==> config.mk <==
export PLATFORM = sky130hd
export DESIGN_NAME = mod_exp_engine
export DESIGN_NICKNAME = d
export VERILOG_FILES = /design/src/rtl/mod_arith_pkg.sv /design/src/rtl/mont_mul_serial.sv /design/src/rtl/mod_exp_engine.sv
export SDC_FILE = /design/constraint.sdc
export NUM_CORES = 2
export LEC_CHECK = 0
export ABC_CLOCK_PERIOD_IN_PS = 8000
export BUFFER_PORTS_ARGS = -buffer_cell sky130_fd_sc_hd__buf_2
export CORE_MARGIN = 3
export CORE_UTILIZATION = 50
export DETAILED_ROUTE_END_ITERATION = 8
export GPL_ROUTABILITY_DRIVEN = 0
export GPL_TIMING_DRIVEN = 0
export MAX_ROUTING_LAYER = met4
export PLACE_DENSITY_LB_ADDON = 0.1
export SKIP_LAST_GASP = 1
export SYNTH_ARGS = -nofsm -noshare
export SYNTH_HDL_FRONTEND = slang
export SYNTH_SLANG_ARGS = --single-unit
==> constraint.sdc <==
create_clock -name clk -period 8 [get_ports clk]
set_input_delay 2 -clock clk [delete_from_list [all_inputs] [get_ports clk]]
set_output_delay 2 -clock clk [all_outputs]
set_load 0.05 [all_outputs]
==> src/rtl/mod_arith_pkg.sv <==
// Shared types and constants for mod_exp_engine and its bit-serial
// Montgomery multiplier.
package mod_arith_pkg;

  typedef enum logic [3:0] {
    ST_IDLE      = 4'd0,
    ST_CHECK     = 4'd1,
    ST_TO_MONT   = 4'd2,
    ST_ONE_MONT  = 4'd3,
    ST_SCAN      = 4'd4,
    ST_SQR       = 4'd5,
    ST_MUL       = 4'd6,
    ST_FROM_MONT = 4'd7,
    ST_DONE      = 4'd8
  } state_e;

  typedef enum logic [1:0] {
    ERR_NONE       = 2'd0,
    ERR_EVEN_MOD   = 2'd1,
    ERR_SMALL_MOD  = 2'd2,
    ERR_BASE_RANGE = 2'd3
  } err_code_e;

  // Radix-2 steps per Montgomery product: one per bit of the multiplier operand.
  function automatic int mm_iterations(input int width);
    return width;
  endfunction

endpackage

==> src/rtl/mont_mul_serial.sv <==
// Bit-serial radix-2 Montgomery multiplier: p = a*b*2^-WIDTH mod n.
// One dispatch cycle, WIDTH reduction steps, one conditional-subtract cycle.
module mont_mul_serial
  import mod_arith_pkg::*;
#(
  parameter int WIDTH = 128
) (
  input  logic             clk,
  input  logic             rst_n,
  input  logic             start,
  input  logic [WIDTH-1:0] a,
  input  logic [WIDTH-1:0] b,
  input  logic [WIDTH-1:0] n,
  output logic             done,
  output logic [WIDTH-1:0] p
);

  localparam int ITERS = mm_iterations(WIDTH);
  localparam int CNT_W = $clog2(ITERS + 1);
  localparam logic [CNT_W-1:0] LAST_ITER = CNT_W'(ITERS - 1);

  logic [WIDTH-1:0] a_q;
  logic [WIDTH-1:0] b_q;
  logic [WIDTH-1:0] n_q;
  logic [WIDTH+1:0] t_q;
  logic [CNT_W-1:0] cnt_q;
  logic             run_q;
  logic             done_q;
  logic [WIDTH+1:0] sum_s;
  logic [WIDTH+1:0] red_s;
  logic [WIDTH+1:0] t_d;

  // t stays below 2n, so t + b + n < 4n fits in WIDTH+2 bits.
  always_comb begin
    sum_s = t_q + (a_q[0] ? {2'b00, b_q} : {(WIDTH+2){1'b0}});
    red_s = sum_s[0] ? (sum_s + {2'b00, n_q}) : sum_s;
    t_d   = red_s >> 1;
  end

  // Operand capture on dispatch, then one reduction step per cycle.
  always_ff @(posedge clk or negedge rst_n) begin
    if (!rst_n) begin
      a_q    <= '0;
      b_q    <= '0;
      n_q    <= '0;
      t_q    <= '0;
      cnt_q  <= '0;
      run_q  <= 1'b0;
      done_q <= 1'b0;
    end else if (start) begin
      a_q    <= a;
      b_q    <= b;
      n_q    <= n;
      t_q    <= '0;
      cnt_q  <= '0;
      run_q  <= 1'b1;
      done_q <= 1'b0;
    end else if (run_q) begin
      t_q   <= t_d;
      a_q   <= a_q >> 1;
      cnt_q <= cnt_q + CNT_W'(1);
      if (cnt_q == LAST_ITER) begin
        run_q  <= 1'b0;
        done_q <= 1'b1;
      end
    end else begin
      done_q <= 1'b0;
    end
  end

  // The final subtract is the done cycle itself, so the caller consumes p
  // without another register stage.
  assign p    = WIDTH'((t_q >= {2'b00, n_q}) ? (t_q - {2'b00, n_q}) : t_q);
  assign done = done_q;

endmodule

==> src/rtl/mod_exp_engine.sv <==
// Modular exponentiation engine (left-to-right square-and-multiply, Montgomery
// domain). Define MOD_EXP_CONST_TIME_EN for fixed, data-independent latency.
module mod_exp_engine
  import mod_arith_pkg::*;
#(
  parameter int WIDTH = 128,
  parameter int CNT_W = $clog2(WIDTH + 1)
) (
  input  logic             clk,
  input  logic             rst_n,
  input  logic             start,
  input  logic [WIDTH-1:0] base,
  input  logic [WIDTH-1:0] exponent,
  input  logic [WIDTH-1:0] modulus,
  input  logic [WIDTH-1:0] r2_mod,
  output logic             busy,
  output logic             done,
  output logic             err,
  output logic [WIDTH-1:0] result
);

  state_e           state_q;
  logic [WIDTH-1:0] base_q;
  logic [WIDTH-1:0] exp_q;
  logic [WIDTH-1:0] mod_q;
  logic [WIDTH-1:0] r2_q;
  logic [WIDTH-1:0] acc_q;
  logic [WIDTH-1:0] bm_q;
  logic [CNT_W-1:0] idx_q;
  logic             mm_start_q;
  logic             busy_q;
  logic             done_q;
  logic             err_q;
  logic [WIDTH-1:0] result_q;

  logic [WIDTH-1:0] mm_a_s;
  logic [WIDTH-1:0] mm_b_s;
  logic [WIDTH-1:0] mm_p_s;
  logic             mm_done_s;
  err_code_e        err_code_s;
  logic             exp_bit_s;
  logic             last_bit_s;
  logic             take_mul_s;

  function automatic logic [CNT_W-1:0] msb_index(input logic [WIDTH-1:0] v);
    logic [CNT_W-1:0] idx;
    idx = '0;
    for (int i = 0; i < WIDTH; i++) begin
      idx = v[i] ? CNT_W'(i) : idx;
    end
    return idx;
  endfunction

  // Operand validation, evaluated while in CHECK.
  always_comb begin
    err_code_s = ERR_NONE;
    if (mod_q[0] == 1'b0) begin
      err_code_s = ERR_EVEN_MOD;
    end else if (mod_q <= WIDTH'(1)) begin
      err_code_s = ERR_SMALL_MOD;
    end else if (base_q >= mod_q) begin
      err_code_s = ERR_BASE_RANGE;
    end else begin
      err_code_s = ERR_NONE;
    end
  end

  // Current exponent bit and whether its multiply step is executed.
  always_comb begin
    exp_bit_s  = |(exp_q & (WIDTH'(1) << idx_q));
    last_bit_s = (idx_q == '0);
`ifdef MOD_EXP_CONST_TIME_EN
    take_mul_s = 1'b1;
`else
    take_mul_s = exp_bit_s;
`endif
  end

  // Single shared multiplier; operands selected by the phase of the walk.
  always_comb begin
    mm_a_s = '0;
    mm_b_s = '0;
    case (state_q)
      ST_TO_MONT:   begin mm_a_s = base_q;    mm_b_s = r2_q;      end
      ST_ONE_MONT:  begin mm_a_s = WIDTH'(1); mm_b_s = r2_q;      end
      ST_SQR:       begin mm_a_s = acc_q;     mm_b_s = acc_q;     end
      ST_MUL:       begin mm_a_s = acc_q;     mm_b_s = bm_q;      end
      ST_FROM_MONT: begin mm_a_s = acc_q;     mm_b_s = WIDTH'(1); end
      default:      begin mm_a_s = '0;        mm_b_s = '0;        end
    endcase
  end

  mont_mul_serial #(
    .WIDTH (WIDTH)
  ) u_mm (
    .clk   (clk),
    .rst_n (rst_n),
    .start (mm_start_q),
    .a     (mm_a_s),
    .b     (mm_b_s),
    .n     (mod_q),
    .done  (mm_done_s),
    .p     (mm_p_s)
  );

  // Sequencer: validation, domain conversions and the square-and-multiply walk.
  always_ff @(posedge clk or negedge rst_n) begin
    if (!rst_n) begin
      state_q    <= ST_IDLE;
      base_q     <= '0;
      exp_q      <= '0;
      mod_q      <= '0;
      r2_q       <= '0;
      acc_q      <= '0;
      bm_q       <= '0;
      idx_q      <= '0;
      mm_start_q <= 1'b0;
      busy_q     <= 1'b0;
      done_q     <= 1'b0;
      err_q      <= 1'b0;
      result_q   <= '0;
    end else begin
      mm_start_q <= 1'b0;
      done_q     <= 1'b0;
      case (state_q)
        ST_IDLE: begin
          if (start) begin
            base_q  <= base;
            exp_q   <= exponent;
            mod_q   <= modulus;
            r2_q    <= r2_mod;
            busy_q  <= 1'b1;
            err_q   <= 1'b0;
            state_q <= ST_CHECK;
          end
        end
        ST_CHECK: begin
          if (err_code_s != ERR_NONE) begin
            err_q    <= 1'b1;
            result_q <= '0;
            done_q   <= 1'b1;
            state_q  <= ST_DONE;
          end else begin
`ifdef MOD_EXP_CONST_TIME_EN
            mm_start_q <= 1'b1;
            state_q    <= ST_TO_MONT;
`else
            if (exp_q == '0) begin
              result_q <= WIDTH'(1);
              done_q   <= 1'b1;
              state_q  <= ST_DONE;
            end else begin
              mm_start_q <= 1'b1;
              state_q    <= ST_TO_MONT;
            end
`endif
          end
        end
        ST_TO_MONT: begin
          if (mm_done_s) begin
            bm_q       <= mm_p_s;
            mm_start_q <= 1'b1;
            state_q    <= ST_ONE_MONT;
          end
        end
        ST_ONE_MONT: begin
          if (mm_done_s) begin
            acc_q   <= mm_p_s;
            state_q <= ST_SCAN;
          end
        end
        ST_SCAN: begin
`ifdef MOD_EXP_CONST_TIME_EN
          idx_q <= CNT_W'(WIDTH - 1);
`else
          idx_q <= msb_index(exp_q);
`endif
          mm_start_q <= 1'b1;
          state_q    <= ST_SQR;
        end
        ST_SQR: begin
          if (mm_done_s) begin
            acc_q      <= mm_p_s;
            mm_start_q <= 1'b1;
            if (take_mul_s) begin
              state_q <= ST_MUL;
            end else if (last_bit_s) begin
              state_q <= ST_FROM_MONT;
            end else begin
              idx_q   <= idx_q - CNT_W'(1);
              state_q <= ST_SQR;
            end
          end
        end
        ST_MUL: begin
          // A zero bit only reaches here in the constant-time build; drop its product.
          if (mm_done_s) begin
            if (exp_bit_s) begin
              acc_q <= mm_p_s;
            end
            mm_start_q <= 1'b1;
            if (last_bit_s) begin
              state_q <= ST_FROM_MONT;
            end else begin
              idx_q   <= idx_q - CNT_W'(1);
              state_q <= ST_SQR;
            end
          end
        end
        ST_FROM_MONT: begin
          if (mm_done_s) begin
            result_q <= mm_p_s;
            done_q   <= 1'b1;
            state_q  <= ST_DONE;
          end
        end
        ST_DONE: begin
          busy_q  <= 1'b0;
          state_q <= ST_IDLE;
        end
        default: begin
          busy_q  <= 1'b0;
          state_q <= ST_IDLE;
        end
      endcase
    end
  end

  assign busy   = busy_q;
  assign done   = done_q;
  assign err    = err_q;
  assign result = result_q;

endmodule

==> results.toml <==
[worst_setup_path]
crit_chain = "inv_1, ha_1, inv_1, fa_1, a211oi_1, o21ai_0, a31oi_1, o22ai_1, o21bai_2, a21o_1, o21ai_1, a211oi_2, o211ai_1, and2_1, a41oi_4, buf_2, buf_4, mux2i_1, o21ai_0"
endpoint = "bm_q[11]"
crit_cells = 19
critical_path_arrival_ns = 8.70
worstSetupPathType = "flop to flop"
start_kind = "flop"
crit_path_max_incr_delay_ns = 0.82
r2r_slack_ns = -0.02
cp_num_buf_inv = 4
critPathSlowestCell = "a211oi_2"
crit_start = "u_mm.t_q[0]"
r2r_cells = 19
reg2reg_to = "bm_q[11]"
cp.required_ns = 8.68
cp-end-kind = "flop"
worstReg2RegStart = "u_mm.t_q[0]"
crit_family = "compound AO/OA/AOI/OAI gates"
critPathMaxFanout = 10

[floorplan]
die_area_mm2 = 0.1811
fp-row-count = 153
die_w_um = 425.5
core-area_mm2 = 0.1744
dieHeight_um = 425.5
io-pin-count = 646
initial_core_util_pct = 50.46

[min_path]
worstHoldPathType = "flop to flop"
hold_depth = 2

[sta]
drv_slew = 0
period_minus_slack_ns = 8.023
fin_ws_ns = -0.02294
finClkSkew_ns = 0.03811
fin_setup_tns_ns = -0.03365
worst_pin_slew_ns = 1.496
max_clock_freq_mhz = 124.6
hold_viol = 0
setup_viol_count_final = 2
finalCritPeriodShare_pct = 100.3
relSlewSlack_pct = 0.2521

[finish]
multi_input_area_mm2 = 0.04908
layout_common_cells = "dfrtp_1 (1435), nand2_1 (922), o21ai_0 (814), buf_2 (671), a21oi_1 (584)"
n_fill_cell = 15513
final_nets = 11338
final_common_cell = "dfrtp_1"
final_area_mm2 = 0.1014
regArea_mm2 = 0.03591
area_growth_pct = 15.24
drive_gt1_share_pct = 15.41

[clock_tree]
max-clock-path-buffers = 3
htree_levels = 4
path_clk_slew_ns = 0.06
cts_tree = "built"
cts.sinks = 1435
clock_latency_ns = 0.87
hold_buffers = 0
numCtsBuffers = 160
ctsRootBufferMaster = "clkbuf_16"

[routing]
drtIter0Drc = 9807
wl_met1_mm = 141.2
routed.top_layer = "met4"
first_pass_iters = 7
wl_met3_mm = 36.53
wl_per_cell_um = 27.02
vias_per_cell = 6.394
met2_wirelength_mm = 149.1
wirelength_mm = 345.8
drc_errors = 0
drtAntennaViolNets = 0
vias = 81813

[run]
drv_cap = 1

[run_status]
violations = "max-capacitance violations, negative setup slack"
status = "finished with violations"

[grt]
grt_max_degree = 176
grt_pass1_wl_mm = 508.9
grt_pass1_vias = 78962
gr-total-overflow = 0
antenna_found_initial = 33
grtUsageTotal_pct = 38.34

[placed_design]
placedInstanceArea_mm2 = 0.09493
io_buffers = 645
place_hpwl_mm = 270.4

[yosys]
synth_nets = 10477
synth_cell_types = 101
postSynthAreaPerCell_um2 = 9.320
netlist_area_mm2 = 0.08800
synth_edf_count = 0
synth-seq-area-share_pct = 40.80
netlist_instances = 9442
synth_top_family_by_area = "compound AO/OA/AOI/OAI gates"
synthMuxAreaShare_pct = 7.450
synth_compound_area_share_pct = 23.91
synthAdderAreaFrac_pct = 7.430
synth-xor-area-share_pct = 3.463
yosys.area_share.simple_pct = 12.66
yosys_most_used_dff = "dfrtp_1"
async_flop_share_pct = 100.0
ys_seq_elements = 1435
yosys_warnings = 0

[pwr]
powerDensity_mw_per_mm2 = 151.2
vdd_drop_max_mv = 0.1718
p_leak_nw = 48.48
p_total_mw = 15.34
==> kinds of logic after synthesis <==
logic type	Yosys count
buffers and inverters	975
muxes	607
DFF	1435
AOI/OAI and AO/OA	3160
and+or+nand+nor	2396
adders and majority gates	521
xor gates and xnor gates	348
==> worst register-to-register path: stages, from the launching register on <==
cell,delay (ns)
dfrtp_1,0.41
inv_1,0.09
ha_1,0.17
inv_1,0.06
fa_1,0.41
a211oi_1,0.33
o21ai_0,0.16
a31oi_1,0.55
o22ai_1,0.37
o21bai_2,0.47
a21o_1,0.29
o21ai_1,0.33
a211oi_2,0.83
o211ai_1,0.32
and2_1,0.26
a41oi_4,0.69
buf_2,0.72
buf_4,0.51
mux2i_1,0.69
o21ai_0,0.19
==> final cells by class <==
type | count | area share [%]
repair buffers | 711 | 4.106
clock inverters | 67 | 0.8143
plain buffers | 567 | 2.268
multi-input cells | 7032 | 48.39
flip-flops and latches | 1435 | 35.41
clock buffers | 231 | 4.597
inverters | 396 | 1.466
well taps | 2325 | 2.868
diodes | 32 | 0.07896
==> registers in the layout, summed over array words and instances (netlist names) <==
register / cells
busy: 1
mod_q: 128
u_mm.cnt_q: 8
u_mm.t_q: 129
u_mm.b_q: 128
u_mm.run_q: 1
result: 128
base_q: 128
u_mm.n_q: 128
acc_q: 128
u_mm.a_q: 128
err: 1
exp_q: 128
done: 1
state_q: 4
r2_q: 128
bm_q: 128
idx_q: 8
mm_start_q: 1
u_mm.done: 1
==> metrics by stage <==
step                hold slack (ns)  cells  worst slack (ns)  util [%]
global route                 0.4946  12791          -0.03718     58.15
finish                       0.4792  12796          -0.02294     58.15
CTS                          0.4820  12759           -0.1494     57.84
floorplan                    0.4459   9442            0.4298         -
detailed placement           0.4656  12446            -1.916     54.43
global placement             0.4616  12412            -27.02     53.98
==> power by group <==
part / internal, mW / total (mW) / leakage (nW) / switching, mW
logic: 0.104 / 0.302 / 26.5 / 0.198
clock network: 4.45 / 7.78 / 2.69 / 3.33
registers: 7.26 / 7.26 / 19.3 / 0
==> synthesized netlist by cell type, drive strengths merged, types with 64 or more instances <==
master / n / area, um^2
ha: 517 / 6469
nand2: 922 / 3461
a222oi: 131 / 1311
a211oi: 132 / 991.0
a21o: 314 / 2357
xor2: 139 / 1217
a21oi: 603 / 3029
dfrtp: 1435 / 35910
a22oi: 146 / 1096
nand3: 117 / 585.6
o21ai: 841 / 4213
xnor2: 209 / 1831
nand4: 117 / 732.0
buf: 64 / 347.8
nor4: 83 / 519.3
clkbuf: 515 / 1934
nor3: 122 / 610.6
nand2b: 65 / 406.6
o21bai: 97 / 728.2
mux2i: 223 / 2232
inv: 396 / 1486
o2bb2ai: 250 / 2190
a31oi: 65 / 412.9
o22ai: 146 / 913.4
and2: 166 / 1039
nor2: 550 / 2064
mux2: 384 / 4324
==> routing by layer <==
metal	vias up	global-route usage [%]
met5	-	-
met4	0	18.11
met2	4307	56.13
met1	40120	50.36
li1	36541	-
met3	845	8.760
==> worst min path at each step <==
stage                          endpoint     startpoint  slack, ns
after floorplan                bm_q[95]       bm_q[95]       0.45
after global placement         bm_q[51]       bm_q[51]       0.46
after detailed placement   u_mm.b_q[91]   u_mm.b_q[91]       0.47
after CTS                  u_mm.b_q[13]   u_mm.b_q[13]       0.48
after global routing      u_mm.b_q[121]  u_mm.b_q[121]       0.49
final                          bm_q[37]       bm_q[37]       0.48
==> repair_timing <==
action,in CTS,in global routing
setup buffers,20,12
endpoints found under the hold margin,0,0
pin swaps,20,28
cloned,0,0
resized for setup,72,100
endpoints found under the setup margin,272,207
Note: power is estimated with default switching activity, not from simulation.
